**src/rtl/jtdd2_romarb.sv**
```systemverilog
// Four-slot ROM read arbiter with a one-entry cache per slot, feeding a single SDRAM read port.
// Pending slots are served round-robin; the cache is invalidated whenever a download is in progress.
module jtdd2_romarb #(
  parameter logic [21:0] SLOT0_OFFSET = 22'h0,
  parameter logic [21:0] SLOT1_OFFSET = 22'h0,
  parameter logic [21:0] SLOT2_OFFSET = 22'h0,
  parameter logic [21:0] SLOT3_OFFSET = 22'h0
) (
  input  logic        clk,
  input  logic        rst,
  input  logic        downloading,
  input  logic        slot0_cs,
  input  logic        slot1_cs,
  input  logic        slot2_cs,
  input  logic        slot3_cs,
  input  logic [19:0] slot0_addr,
  input  logic [19:0] slot1_addr,
  input  logic [19:0] slot2_addr,
  input  logic [19:0] slot3_addr,
  output logic [15:0] slot0_dout,
  output logic [15:0] slot1_dout,
  output logic [15:0] slot2_dout,
  output logic [15:0] slot3_dout,
  output logic        slot0_ok,
  output logic        slot1_ok,
  output logic        slot2_ok,
  output logic        slot3_ok,
  output logic        sdram_req,
  output logic [21:0] sdram_addr,
  input  logic        sdram_ack,
  input  logic        data_rdy,
  input  logic [31:0] data_read,
  output logic        refresh_en
);

  typedef enum logic [1:0] {IDLE, REQ, WAIT} state_t;

  state_t      state, state_d;
  logic [3:0]  cs_v;
  logic [19:0] addr_v [4];
  logic [3:0]  valid;
  logic [19:0] tag [4];
  logic [15:0] data [4];
  logic [3:0]  ok_v;
  logic [3:0]  pending;
  logic [1:0]  last_grant;
  logic [1:0]  gnt_slot;
  logic [19:0] gnt_addr;
  logic        found;
  logic [1:0]  sel;
  logic [1:0]  idx;
  logic        grant_en;
  logic [21:0] sel_offset;
  logic        unused_hi;

  assign cs_v      = {slot3_cs, slot2_cs, slot1_cs, slot0_cs};
  assign addr_v[0] = slot0_addr;
  assign addr_v[1] = slot1_addr;
  assign addr_v[2] = slot2_addr;
  assign addr_v[3] = slot3_addr;
  assign unused_hi = ^data_read[31:16];

  always_comb begin
    ok_v = '0;
    for (int i = 0; i < 4; i++)
      ok_v[i] = cs_v[i] & valid[i] & (tag[i] == addr_v[i]);
  end

  assign pending = cs_v & ~ok_v;

  assign slot0_ok   = ok_v[0];
  assign slot1_ok   = ok_v[1];
  assign slot2_ok   = ok_v[2];
  assign slot3_ok   = ok_v[3];
  assign slot0_dout = data[0];
  assign slot1_dout = data[1];
  assign slot2_dout = data[2];
  assign slot3_dout = data[3];

  // Search starts one past the last grant so every pending slot is served within four accesses.
  always_comb begin
    found = 1'b0;
    sel   = last_grant;
    idx   = last_grant;
    for (int i = 1; i <= 4; i++) begin
      idx = last_grant + 2'(i);
      if (!found && pending[idx]) begin
        found = 1'b1;
        sel   = idx;
      end
    end
  end

  always_comb begin
    sel_offset = SLOT0_OFFSET;
    case (sel)
      2'd0: sel_offset = SLOT0_OFFSET;
      2'd1: sel_offset = SLOT1_OFFSET;
      2'd2: sel_offset = SLOT2_OFFSET;
      2'd3: sel_offset = SLOT3_OFFSET;
      default: sel_offset = SLOT0_OFFSET;
    endcase
  end

  always_comb begin
    state_d    = state;
    grant_en   = 1'b0;
    sdram_req  = (state == REQ);
    refresh_en = (state == IDLE) && (pending == 4'd0) && !downloading && !rst;
    case (state)
      IDLE: if (found && !downloading) begin
        grant_en = 1'b1;
        state_d  = REQ;
      end
      REQ:  if (sdram_ack) state_d = WAIT;
      WAIT: if (data_rdy)  state_d = IDLE;
      default: state_d = IDLE;
    endcase
    if (downloading) state_d = IDLE;
  end

  // A download abandons any access in flight and drops every cached entry; tags and data are kept.
  always_ff @(posedge clk) begin
    if (rst) begin
      state      <= IDLE;
      sdram_addr <= '0;
      valid      <= '0;
      last_grant <= 2'd3;
      gnt_slot   <= 2'd0;
      gnt_addr   <= '0;
      for (int i = 0; i < 4; i++) begin
        tag[i]  <= '0;
        data[i] <= '0;
      end
    end else begin
      state <= state_d;
      if (downloading) begin
        valid <= '0;
      end else begin
        if (grant_en) begin
          gnt_slot   <= sel;
          gnt_addr   <= addr_v[sel];
          sdram_addr <= sel_offset + {2'b00, addr_v[sel]};
          last_grant <= sel;
        end
        if (state == WAIT && data_rdy) begin
          data[gnt_slot]  <= data_read[15:0];
          tag[gnt_slot]   <= gnt_addr;
          valid[gnt_slot] <= 1'b1;
        end
      end
    end
  end

endmodule

```
**config.mk**
```make
export PLATFORM = sky130hd
export DESIGN_NAME = jtdd2_romarb
export DESIGN_NICKNAME = d
export VERILOG_FILES = /design/src/rtl/jtdd2_romarb.sv
export SDC_FILE = /design/constraint.sdc
export NUM_CORES = 1
export LEC_CHECK = 0
export ABC_AREA = 1
export CORE_MARGIN = 2
export CORE_UTILIZATION = 55
export CTS_BUF_LIST = sky130_fd_sc_hd__clkbuf_16
export CTS_CLUSTER_SIZE = 12
export DETAILED_ROUTE_END_ITERATION = 16
export GPL_TIMING_DRIVEN = 0
export PLACE_DENSITY = 0.95
export SLEW_MARGIN = 20
export SYNTH_ARGS = -nofsm -noshare
export SYNTH_HDL_FRONTEND = slang
export SYNTH_SLANG_ARGS = --single-unit
```
**constraint.sdc**
```tcl
create_clock -name clk -period 8.7 [get_ports clk]
set_input_delay 1.305 -clock clk [delete_from_list [all_inputs] [get_ports clk]]
set_output_delay 1.305 -clock clk [all_outputs]
set_load 0.1 [all_outputs]
```
==> results of run 1 <==
layout make-up:
class                   instances  area share, %
inverters                     186           5.64
clock buffers                  17           3.40
multi-input cells             773           29.8
repair buffers                197           16.2
plain buffers                  41           2.18
flip-flops and latches        174           39.4
clock inverters                15           1.18
well taps                     225           2.25
cells by family after synthesis:
kind of cell	count (synthesis)	share of synthesized area, %
DFF	174	51.3
AOI/OAI and AO/OA	49	3.47
other	1	0.0391
and+or+nand+nor	711	34.0
buffers and inverters	227	10.2
xor gates and xnor gates	11	1.00
per-stage QoR:
stage	util (%)	power, mW
floorplan	-	2.00
global placement	68.8	2.33
detailed placement	69.5	2.36
CTS	72.8	3.10
global route	72.8	3.22
finish	72.8	3.11
worst max-delay path by stage:
| stage | from | end | slack (ns) | cells past startpoint |
|---|---|---|---|---|
| floorplan | slot0_addr[19] | slot0_ok | 2.60 | 4 |
| global placement | data_rdy | data[1][3] | 1.65 | 5 |
| detailed placement | slot1_addr[18] | refresh_en | 2.79 | 13 |
| CTS | slot1_cs | refresh_en | 2.78 | 14 |
| global route | slot3_cs | refresh_en | 2.57 | 16 |
| finish | slot1_cs | refresh_en | 2.73 | 14 |
power groups by stage:
stage | registers, mW | logic, mW | clock network [mW]
floorplan | 1.33 | 0.670 | 0
global placement | 1.03 | 1.31 | 0
detailed placement | 1.03 | 1.33 | 0
CTS | 1.01 | 1.34 | 0.747
global route | 1.02 | 1.42 | 0.780
finish | 1.01 | 1.35 | 0.748
cell usage in the layout (no fill, tap or decap), types with 7 or more instances in the layout:
master	Yosys	final
nand2_2	43	45
inv_2	22	22
nand2_1	308	306
nand4_1	12	12
nand3_2	26	26
clkdlybuf4s50_1	0	193
nand2_4	8	8
xnor2_1	8	8
clkbuf_16	0	17
edfxtp_1	144	144
a21oi_2	20	20
nor2_1	182	182
buf_6	7	7
dfxtp_1	30	30
nand3_1	108	108
clkbuf_1	17	17
buf_2	9	9
a21oi_1	11	11
inv_1	160	160
state kept, by name (all words and copies together), names as in the netlist:
name	count
tag	80
data	64
sdram_addr	20
valid	4
gnt_slot	2
last_grant	2
state	2
routing by layer:
metal  up-vias  track usage (%)  share of wire [%]
met5         -                0                  0
met4         0             13.3                3.6
met3        75             10.8                 11
met2       519             55.3                 47
met1      4031             40.4                 38
li1       4165                -                  -
critical path: stages:
cell	delay (ns)
clkdlybuf4s50_1	0.58
nand2_1	0.16
a21oi_1	0.16
nand3_1	0.12
nor2_1	0.13
nand3_1	0.16
nand3_1	0.13
nand3_1	0.10
nand2_2	0.19
nand2_4	0.09
nor2_4	0.11
nand3_1	0.08
nor3_1	0.17
clkdlybuf4s50_1	1.18
==> out/qor.yml, run 1 <==
status: "complete, no violations"
hold_end: "valid[3]"
worst_pin_slew_ns: 1.07
num_rows: 48
drtIter0Drc: 879
root_buffer: "clkbuf_16"
pin_count: 213
worst_hold_slack_ns: 0.458
fin_crit_sh_pct: 68.7
p_sw_share_pct: 44.2
hp-class: "register to register"
power_frac_seq_pct: 32.5
p_leak_nw: 5.62
synth_area_leaders: "edfxtp_1, nand2_1, nor2_1, dfxtp_1, inv_1"
pwr-share-comb_pct: 43.4
drtAntennaViolNets: 0
ys_seq_elements: 174
num_antenna_cells: 0
power_density_nw_per_um2: 249
rr_worst_depth: 9
multiInputGateArea_sq_um: 3720
grt_usage_pct: 33.4
overflow: 0
via_count: 8790
coreArea_sq_um: 17200
dpl.cell_count: 1596
internal-power_mw: 1.74
endpoint_kind: "output port"
numPortBuffers: 193
required_ns: 7.39
regArea_sq_um: 4920
yosysTopAreaCellShare_pct: 45.1
start_util_pct: 55.9
post_cts_buffers: 0
min_from: "valid[3]"
avgSynthCellArea_sq_um: 8.18
fin_setup_tns_ns: 0
ff2ff_setup_slack_ns: 5.48
final_nets: 1511
clkSinkCount: 174
worst_slack_ns: 2.73
drv_slew: 0
skew_ns: 0.00661
ys.flop_type: "edfxtp_1"
cts_tree: "yes"
netlist_instances: 1173
cts_hold_buf: 0
yosysSeqAreaShare_pct: 51.3
grt_max_degree: 26
viasPerCell: 5.40
r2r_end: "data[0][2]"
yosys.area.top_type: "edfxtp_1"
yosysWarnings: 0
die_area_sq_um: 18500
dp_hpwl_mm: 23.5
finalInstanceArea_sq_um: 12500
vdd_ir_drop_max_v: 0.000256
grt_pass1_vias: 8575
gp_congestion: 0.988
cp-start-kind: "input pin"
die_y_microns: 136
max_cap_viol_count: 0
avgRoutedWirePerCell_microns: 18.6
worstPathMaxFanout: 5
finalNonFillerCells: 1628
synthArstFlopShare_pct: 0
clk_latency_ns: 0.44
final_layout_size_suffix_gt1_share_pct: 13.3
synth.distinct_cells: 38
clkTransAtPathRegs_ns: 0.07
grt_pass1_wl_mm: 45.6
synth_area_sq_um: 9600
antenna_found_initial: 0
ctsResizeCount: 0
holdPathStages: 2
clockBufferDepth: 2
max_freq_mhz: 167
die_w_microns: 136
criticalPathCategory: "input pin to output port"
p_switching_mw: 1.37
maxSlewHeadroom_pct: 28.5
nFillCells: 1324
post-route-min-period_ns: 5.97
grt_setup_unrepaired: "false"
setup_viol: 0
place_ws_ns: 2.79
arrival_ns: 4.67
synth_common_cells: "nand2_1, nor2_1, inv_1"
cts_buffers: 17
hold_violations: 0
drtPass1Iterations: 8
place_area_sq_um: 11900
yosys.cell_count.top_type: "nand2_1"
htreeDepth: 4
worstReg2RegStart: "state[1]"
synth-edff-count: 144
clockPowerShare_pct: 24.0
drcViolationCount: 0
synthToLayoutAreaGrowth_pct: 30.4
drt-total-wl_mm: 30.3
Note: power is estimated with default switching activity, not from simulation.
==> run 2, diff against run 1 <==
--- a/config.mk
+++ b/config.mk
@@ -7,12 +7,12 @@
 export LEC_CHECK = 0
 export ABC_AREA = 1
 export CORE_MARGIN = 2
-export CORE_UTILIZATION = 55
+export CORE_UTILIZATION = 51
 export CTS_BUF_LIST = sky130_fd_sc_hd__clkbuf_16
 export CTS_CLUSTER_SIZE = 12
 export DETAILED_ROUTE_END_ITERATION = 16
 export GPL_TIMING_DRIVEN = 0
-export PLACE_DENSITY = 0.95
+export PLACE_DENSITY = 0.9
 export SLEW_MARGIN = 20
 export SYNTH_ARGS = -nofsm -noshare
 export SYNTH_HDL_FRONTEND = slang
==> constraint.sdc (replaced) <==
create_clock -name clk -period 5.7 [get_ports clk]
set_input_delay 0.855 -clock clk [delete_from_list [all_inputs] [get_ports clk]]
set_output_delay 0.855 -clock clk [all_outputs]
set_load 0.1 [all_outputs]
==> run 2 against run 1 <==
Net effect: critical path type unchanged; total power up 53%; wire length fell by 0.93%; highest routed layer unchanged; global-route usage is 3.0 points lower; non-clock buffer count grew 1; largest power group unchanged; design area is 0.49% higher; count of clock-buffer cells in the layout stayed put; via count increased by 1.3%.
==> out/qor.yml, run 2 (synthesized netlist as in run 1, its figures left out) <==
status: "complete, no violations"  # unchanged
worstPathMaxFanout: 5  # unchanged
vdd_ir_drop_max_v: 0.000243  # was 0.000256 V
num_antenna_cells: 0  # unchanged
grt_pass1_wl_mm: 45.6  # unchanged
hold_end: "valid[3]"  # unchanged
worst_pin_slew_ns: 1.03  # was 1.07 ns
drtIter0Drc: 1034  # was 879
p_sw_share_pct: 44.2  # about the same
synthToLayoutAreaGrowth_pct: 31.0  # was 30.4%
holdPathStages: 2  # unchanged
timing.critical_path.mode_cell: "nand3_1"  # unchanged
p_leak_nw: 5.64  # was 5.62 nW
reg_top3: "tag (80), data (64), sdram_addr (20)"  # unchanged
start_util_pct: 51.6  # was 55.9%
htreeDepth: 4  # unchanged
cts_buffers: 17  # unchanged
overflow: 0  # unchanged
maxSlewHeadroom_pct: 31.0  # was 28.5%
hold_violations: 0  # unchanged
fin_crit_sh_pct: 88.0
numPortBuffers: 193  # unchanged
drtAntennaViolNets: 0  # unchanged
die_w_microns: 141  # was 136 microns
gp_congestion: 0.994  # was 0.988
die_y_microns: 141  # was 136 microns
place_ws_ns: 0.756  # was 2.79 ns
dp_hpwl_mm: 23.5  # about the same
r2r_end: "tag[2][15]"  # was data[0][2]
grt_max_degree: 26  # unchanged
final_nets: 1512  # was 1511
final_layout_size_suffix_gt1_share_pct: 13.5  # was 13.3%
grt_setup_unrepaired: "false"  # unchanged
clockPowerShare_pct: 24.5  # was 24.0%
largest_register_ff_count: 80  # unchanged
p_switching_mw: 2.11  # was 1.37 mW
slowest_stage: "clkdlybuf4s50_1"  # unchanged
avgRoutedWirePerCell_microns: 18.3  # was 18.6 microns
ctsResizeCount: 0  # unchanged
worst_slack_ns: 0.684  # was 2.73 ns
crit_chain: "clkdlybuf4s50_1, nand2_1, a21oi_1, nand3_1, nor2_1, nand3_1, nand3_1, nand3_1, nand2_2, nand2_4, nor2_4, nand3_1, nor3_1, clkdlybuf4s50_1"  # unchanged
pin_count: 213  # unchanged
min_from: "valid[3]"  # unchanged
max_freq_mhz: 199
grt_pass1_vias: 8448  # was 8575
grt_usage_pct: 30.4  # was 33.4%
num_rows: 50  # was 48
cp-start-kind: "input pin"  # unchanged
clkSinkCount: 174  # unchanged
cts_hold_buf: 0  # unchanged
clockBufferDepth: 2  # unchanged
die_area_sq_um: 19900  # was 18500 sq um
coreArea_sq_um: 18600  # was 17200 sq um
final_common_cell: "nand2_1"  # unchanged
post-route-util_pct: 67.7  # was 72.8%
clkTransAtPathRegs_ns: 0.08  # was 0.07 ns
ff2ff_setup_slack_ns: 2.54  # was 5.48 ns
rr_worst_depth: 9  # unchanged
viasPerCell: 5.44  # was 5.40
post_cts_buffers: 0  # unchanged
setup_viol: 0  # unchanged
root_buffer: "clkbuf_16"  # unchanged
max_cap_viol_count: 0  # unchanged
power_frac_seq_pct: 32.4  # was 32.5%
pwr-share-comb_pct: 43.0  # was 43.4%
final_cell_mix: "nand2_1, clkdlybuf4s50_1, nor2_1"  # unchanged
criticalPathCategory: "input pin to output port"  # unchanged
required_ns: 4.85  # was 7.39 ns
drtPass1Iterations: 8  # unchanged
internal-power_mw: 2.66  # was 1.74 mW
worstReg2RegStart: "state[1]"  # unchanged
cp_slowest_stage_delay_ns: 1.16  # was 1.18 ns
hp-class: "register to register"  # unchanged
endpoint_kind: "output port"  # unchanged
drv_slew: 0  # unchanged
arrival_ns: 4.16  # was 4.67 ns
drcViolationCount: 0  # unchanged
cts_tree: "yes"  # unchanged
drt-total-wl_mm: 30.0  # was 30.3 mm
post-route-min-period_ns: 5.02
nFillCells: 1482  # was 1324
top_register: "tag"  # unchanged
clk_latency_ns: 0.44  # about the same
antenna_found_initial: 0  # unchanged
via_count: 8905  # was 8790
power_density_nw_per_um2: 380  # was 249 nW/um^2
skew_ns: 0.00853  # was 0.00661 ns
run 2: critical path, delay by kind of cell:
family | cells | cell delay, ns
buf+inv | 2 | 1.76
simple gates | 11 | 1.38
compound gates | 1 | 0.17
run 2: worst max-delay path by stage:
stage                     slack [ns]         end  depth (start not counted)            from
after detailed placement        0.76  refresh_en                         13  slot1_addr[18]
after global routing            0.44  refresh_en                         16        slot3_cs
final                           0.68  refresh_en                         14        slot2_cs
after CTS                       0.73  refresh_en                         16        slot3_cs
after global placement         -0.71  data[1][1]                          5        data_rdy
after floorplan                 0.50    slot0_ok                          4  slot0_addr[19]
run 2: cell type report:
cell class | instances | area (sq um) | share of cell area, %
Inverter | 186 | 706 | 5.61
Timing Repair Buffer | 198 | 2050 | 16.3
Sequential cell | 174 | 4920 | 39.2
Buffer | 41 | 273 | 2.17
Multi-Input combinational cell | 773 | 3720 | 29.6
Clock inverter | 15 | 175 | 1.39
Tap cell | 234 | 293 | 2.33
Clock buffer | 17 | 425 | 3.38
run 2: power groups by stage:
stage,logic [mW],registers [mW],clock network [mW]
after global routing,2.17,1.56,1.22
after CTS,2.04,1.54,1.18
final,2.05,1.55,1.17
after detailed placement,2.02,1.57,0
after global placement,1.99,1.57,0
after floorplan,1.02,2.03,0
run 2: layer usage:
metal | track usage, % | part of all wire [%] | vias to the layer above
li1 | - | - | 4165
met1 | 36.6 | 37 | 4065
met2 | 49.5 | 46 | 562
met3 | 10.1 | 12 | 113
met4 | 13.9 | 4.7 | 0
met5 | 0 | 0 | -
run 2: per-stage QoR:
step                instance area (sq um)  TNS [ns]  instances  power, mW  hold WS [ns]
floorplan                            9600         0       1174       3.05         0.426
global placement                    11800    -46.01       1601       3.56         0.441
detailed placement                  12000         0       1606       3.59         0.462
CTS                                 12600         0       1638       4.76         0.473
global route                        12600         0       1638       4.95         0.493
finish                              12600         0       1638       4.77         0.473
==> run 3, diff against run 2 <==
--- a/config.mk
+++ b/config.mk
@@ -6,13 +6,16 @@
 export NUM_CORES = 1
 export LEC_CHECK = 0
 export ABC_AREA = 1
+export CELL_PAD_IN_SITES_DETAIL_PLACEMENT = 1
+export CELL_PAD_IN_SITES_GLOBAL_PLACEMENT = 1
 export CORE_MARGIN = 2
-export CORE_UTILIZATION = 51
+export CORE_UTILIZATION = 38
 export CTS_BUF_LIST = sky130_fd_sc_hd__clkbuf_16
+export CTS_CLUSTER_DIAMETER = 120
 export CTS_CLUSTER_SIZE = 12
 export DETAILED_ROUTE_END_ITERATION = 16
 export GPL_TIMING_DRIVEN = 0
-export PLACE_DENSITY = 0.9
+export PLACE_DENSITY = 0.91
 export SLEW_MARGIN = 20
 export SYNTH_ARGS = -nofsm -noshare
 export SYNTH_HDL_FRONTEND = slang
==> run 3 against run 2 <==
Net effect: total power grew 2.6%; worst hold slack improved by 0.012 ns; global-route usage fell by 2.3 points; utilization down 17 points; sequential share of layout area is 0.35 points lower; first-iteration DRC count shrank 39%; fmax fell by 1.6%; count of clock-buffer cells in the layout unchanged; register-to-register slack worse by 0.13 ns; sequential power about the same; largest power group unchanged.
==> out/qor.yml, run 3 (synthesized netlist as in run 1, its figures left out) <==
grt_usage_pct: 28.0  # was 30.4%
via_count: 9021  # was 8905
drv_slew: 0  # unchanged
final_layout_size_suffix_gt1_share_pct: 13.4  # was 13.5%
drtPass1Iterations: 5  # was 8
r2r_end: "tag[2][3]"  # was tag[2][15]
startpoint: "slot3_addr[7]"  # was slot2_cs
vdd_ir_drop_max_v: 0.000277  # was 0.000243 V
setup_viol: 0  # unchanged
hold_violations: 0  # unchanged
p_total_mw: 4.90  # was 4.77 mW
clockBufferDepth: 2  # unchanged
drt-total-wl_mm: 36.4  # was 30.0 mm
clkTransAtPathRegs_ns: 0.07  # was 0.08 ns
die_area_sq_um: 26500  # was 19900 sq um
final_nets: 1512  # unchanged
antenna_found_initial: 0  # unchanged
drtAntennaViolNets: 0  # unchanged
dp_hpwl_mm: 28.1  # was 23.5 mm
avgRoutedWirePerCell_microns: 21.0  # was 18.3 microns
htreeDepth: 4  # unchanged
status: "complete, no violations"  # unchanged
overflow: 0  # unchanged
ff2ff_setup_slack_ns: 2.41  # was 2.54 ns
cts_buffers: 17  # unchanged
power_density_nw_per_um2: 386  # was 380 nW/um^2
max_freq_mhz: 196  # was 199 MHz
cts_tree: "yes"  # unchanged
multiInputGateArea_sq_um: 3720  # unchanged
max_cap_viol_count: 0  # unchanged
start_util_pct: 38.4  # was 51.6%
endpoint_kind: "output port"  # unchanged
worst_slack_ns: 0.603  # was 0.684 ns
pin_count: 213  # unchanged
coreArea_sq_um: 25000  # was 18600 sq um
die_w_microns: 163  # was 141 microns
required_ns: 4.85  # about the same
maxSlewHeadroom_pct: 29.1  # was 31.0%
worstPathMaxFanout: 5  # unchanged
p_leak_nw: 5.64  # about the same
num_antenna_cells: 0  # unchanged
cp-start-kind: "input pin"  # unchanged
grt_max_degree: 27  # was 26
place_ws_ns: 0.725  # was 0.756 ns
crit_path_end: "refresh_en"  # unchanged
root_buffer: "clkbuf_16"  # unchanged
regArea_sq_um: 4920  # unchanged
num_rows: 58  # was 50
clk_latency_ns: 0.45  # was 0.44 ns
grt_pass1_vias: 9551  # was 8448
fin_crit_sh_pct: 89.4  # was 88.0%
die_y_microns: 163  # was 141 microns
post-route-min-period_ns: 5.10  # was 5.02 ns
largest_register_ff_count: 80  # unchanged
final_common_cell: "nand2_1"  # unchanged
cts_hold_buf: 0  # unchanged
grt_pass1_wl_mm: 54.5  # was 45.6 mm
reg_top3: "tag (80), data (64), sdram_addr (20)"  # unchanged
rr_worst_depth: 9  # unchanged
synthToLayoutAreaGrowth_pct: 32.2  # was 31.0%
gp_congestion: 0.908  # was 0.994
viasPerCell: 5.20  # was 5.44
criticalPathCategory: "input pin to output port"  # unchanged
clkSinkCount: 174  # unchanged
hp-class: "register to register"  # unchanged
numPortBuffers: 193  # unchanged
drtIter0Drc: 627  # was 1034
final_cell_mix: "nand2_1, clkdlybuf4s50_1, nor2_1"  # unchanged
nFillCells: 3017  # was 1482
skew_ns: 0.00885  # was 0.00853 ns
worst_pin_slew_ns: 1.06  # was 1.03 ns
drcViolationCount: 0  # unchanged
ctsResizeCount: 0  # unchanged
top_register: "tag"  # unchanged
post_cts_buffers: 0  # unchanged
grt_setup_unrepaired: "false"  # unchanged
arrival_ns: 4.24  # was 4.16 ns
worstReg2RegStart: "state[1]"  # unchanged
## run 3: changes by cell type in the layout (fill, tap and decap cells not counted)
cell / delta
inv_6: -2
inv_8: +2
bufinv_16: +1
clkinv_8: -4
clkinv_2: -1
inv_1: +1
clkinv_4: +1
clkinvlp_4: +2
## run 3: cell type report
cell class / count / share of cell area, %
clock buffer: 17 / 3.35
inverter: 186 / 5.56
multi-input combinational: 773 / 29.4
sequential: 174 / 38.8
timing repair buffer: 198 / 16.2
clock inverter: 15 / 1.32
tap: 330 / 3.26
buffer: 41 / 2.15
## run 3: routing by layer
layer	global-route usage, %	share of wire [%]	vias up
met4	11.0	3.9	0
met3	8.99	9.2	87
met1	32.0	38	4385
met2	48.7	49	386
li1	-	-	4163
met5	0	0	-
## run 3: power breakdown
part / internal [mW] / switching [mW] / leakage (nW) / total, mW
Combinational: 0.607 / 1.53 / 3.62 / 2.13
Clock: 0.626 / 0.589 / 0.290 / 1.21
Sequential: 1.46 / 0.0870 / 1.73 / 1.55
## run 3: metrics by stage
step / instances / setup TNS, ns / util [%] / cell area [sq um] / hold slack [ns]
2_1_floorplan: 1174 / 0 / - / 9600 / 0.426
3_3_place_gp: 1697 / -61.58 / 47.8 / 11900 / 0.440
3_5_place_dp: 1702 / 0 / 48.4 / 12100 / 0.450
4_1_cts: 1734 / 0 / 50.8 / 12700 / 0.486
5_1_grt: 1734 / 0 / 50.8 / 12700 / 0.502
6_report: 1734 / 0 / 50.8 / 12700 / 0.485
## run 3: how the worst min path moves through the flow
| stage | depth (start not counted) | start | end | slack, ns |
|---|---|---|---|---|
| finish | 2 | valid[0] | valid[0] | 0.49 |
| global route | 2 | valid[2] | valid[2] | 0.50 |
| CTS | 2 | valid[0] | valid[0] | 0.49 |
| detailed placement | 2 | valid[0] | valid[0] | 0.45 |
| global placement | 2 | valid[0] | valid[0] | 0.44 |
| floorplan | 2 | valid[2] | valid[2] | 0.43 |
## run 3: worst max-delay path: stages
cell             delay, ns
clkdlybuf4s50_1       0.45
nand2_1               0.18
o21ai_1               0.09
nor2_1                0.17
nand2_1               0.09
nor2_1                0.16
nand3_1               0.19
nand3_1               0.17
nand3_1               0.11
nand2_2               0.17
nand2_4               0.09
nor2_4                0.12
nand3_1               0.08
nor3_1                0.14
clkdlybuf4s50_1       1.16
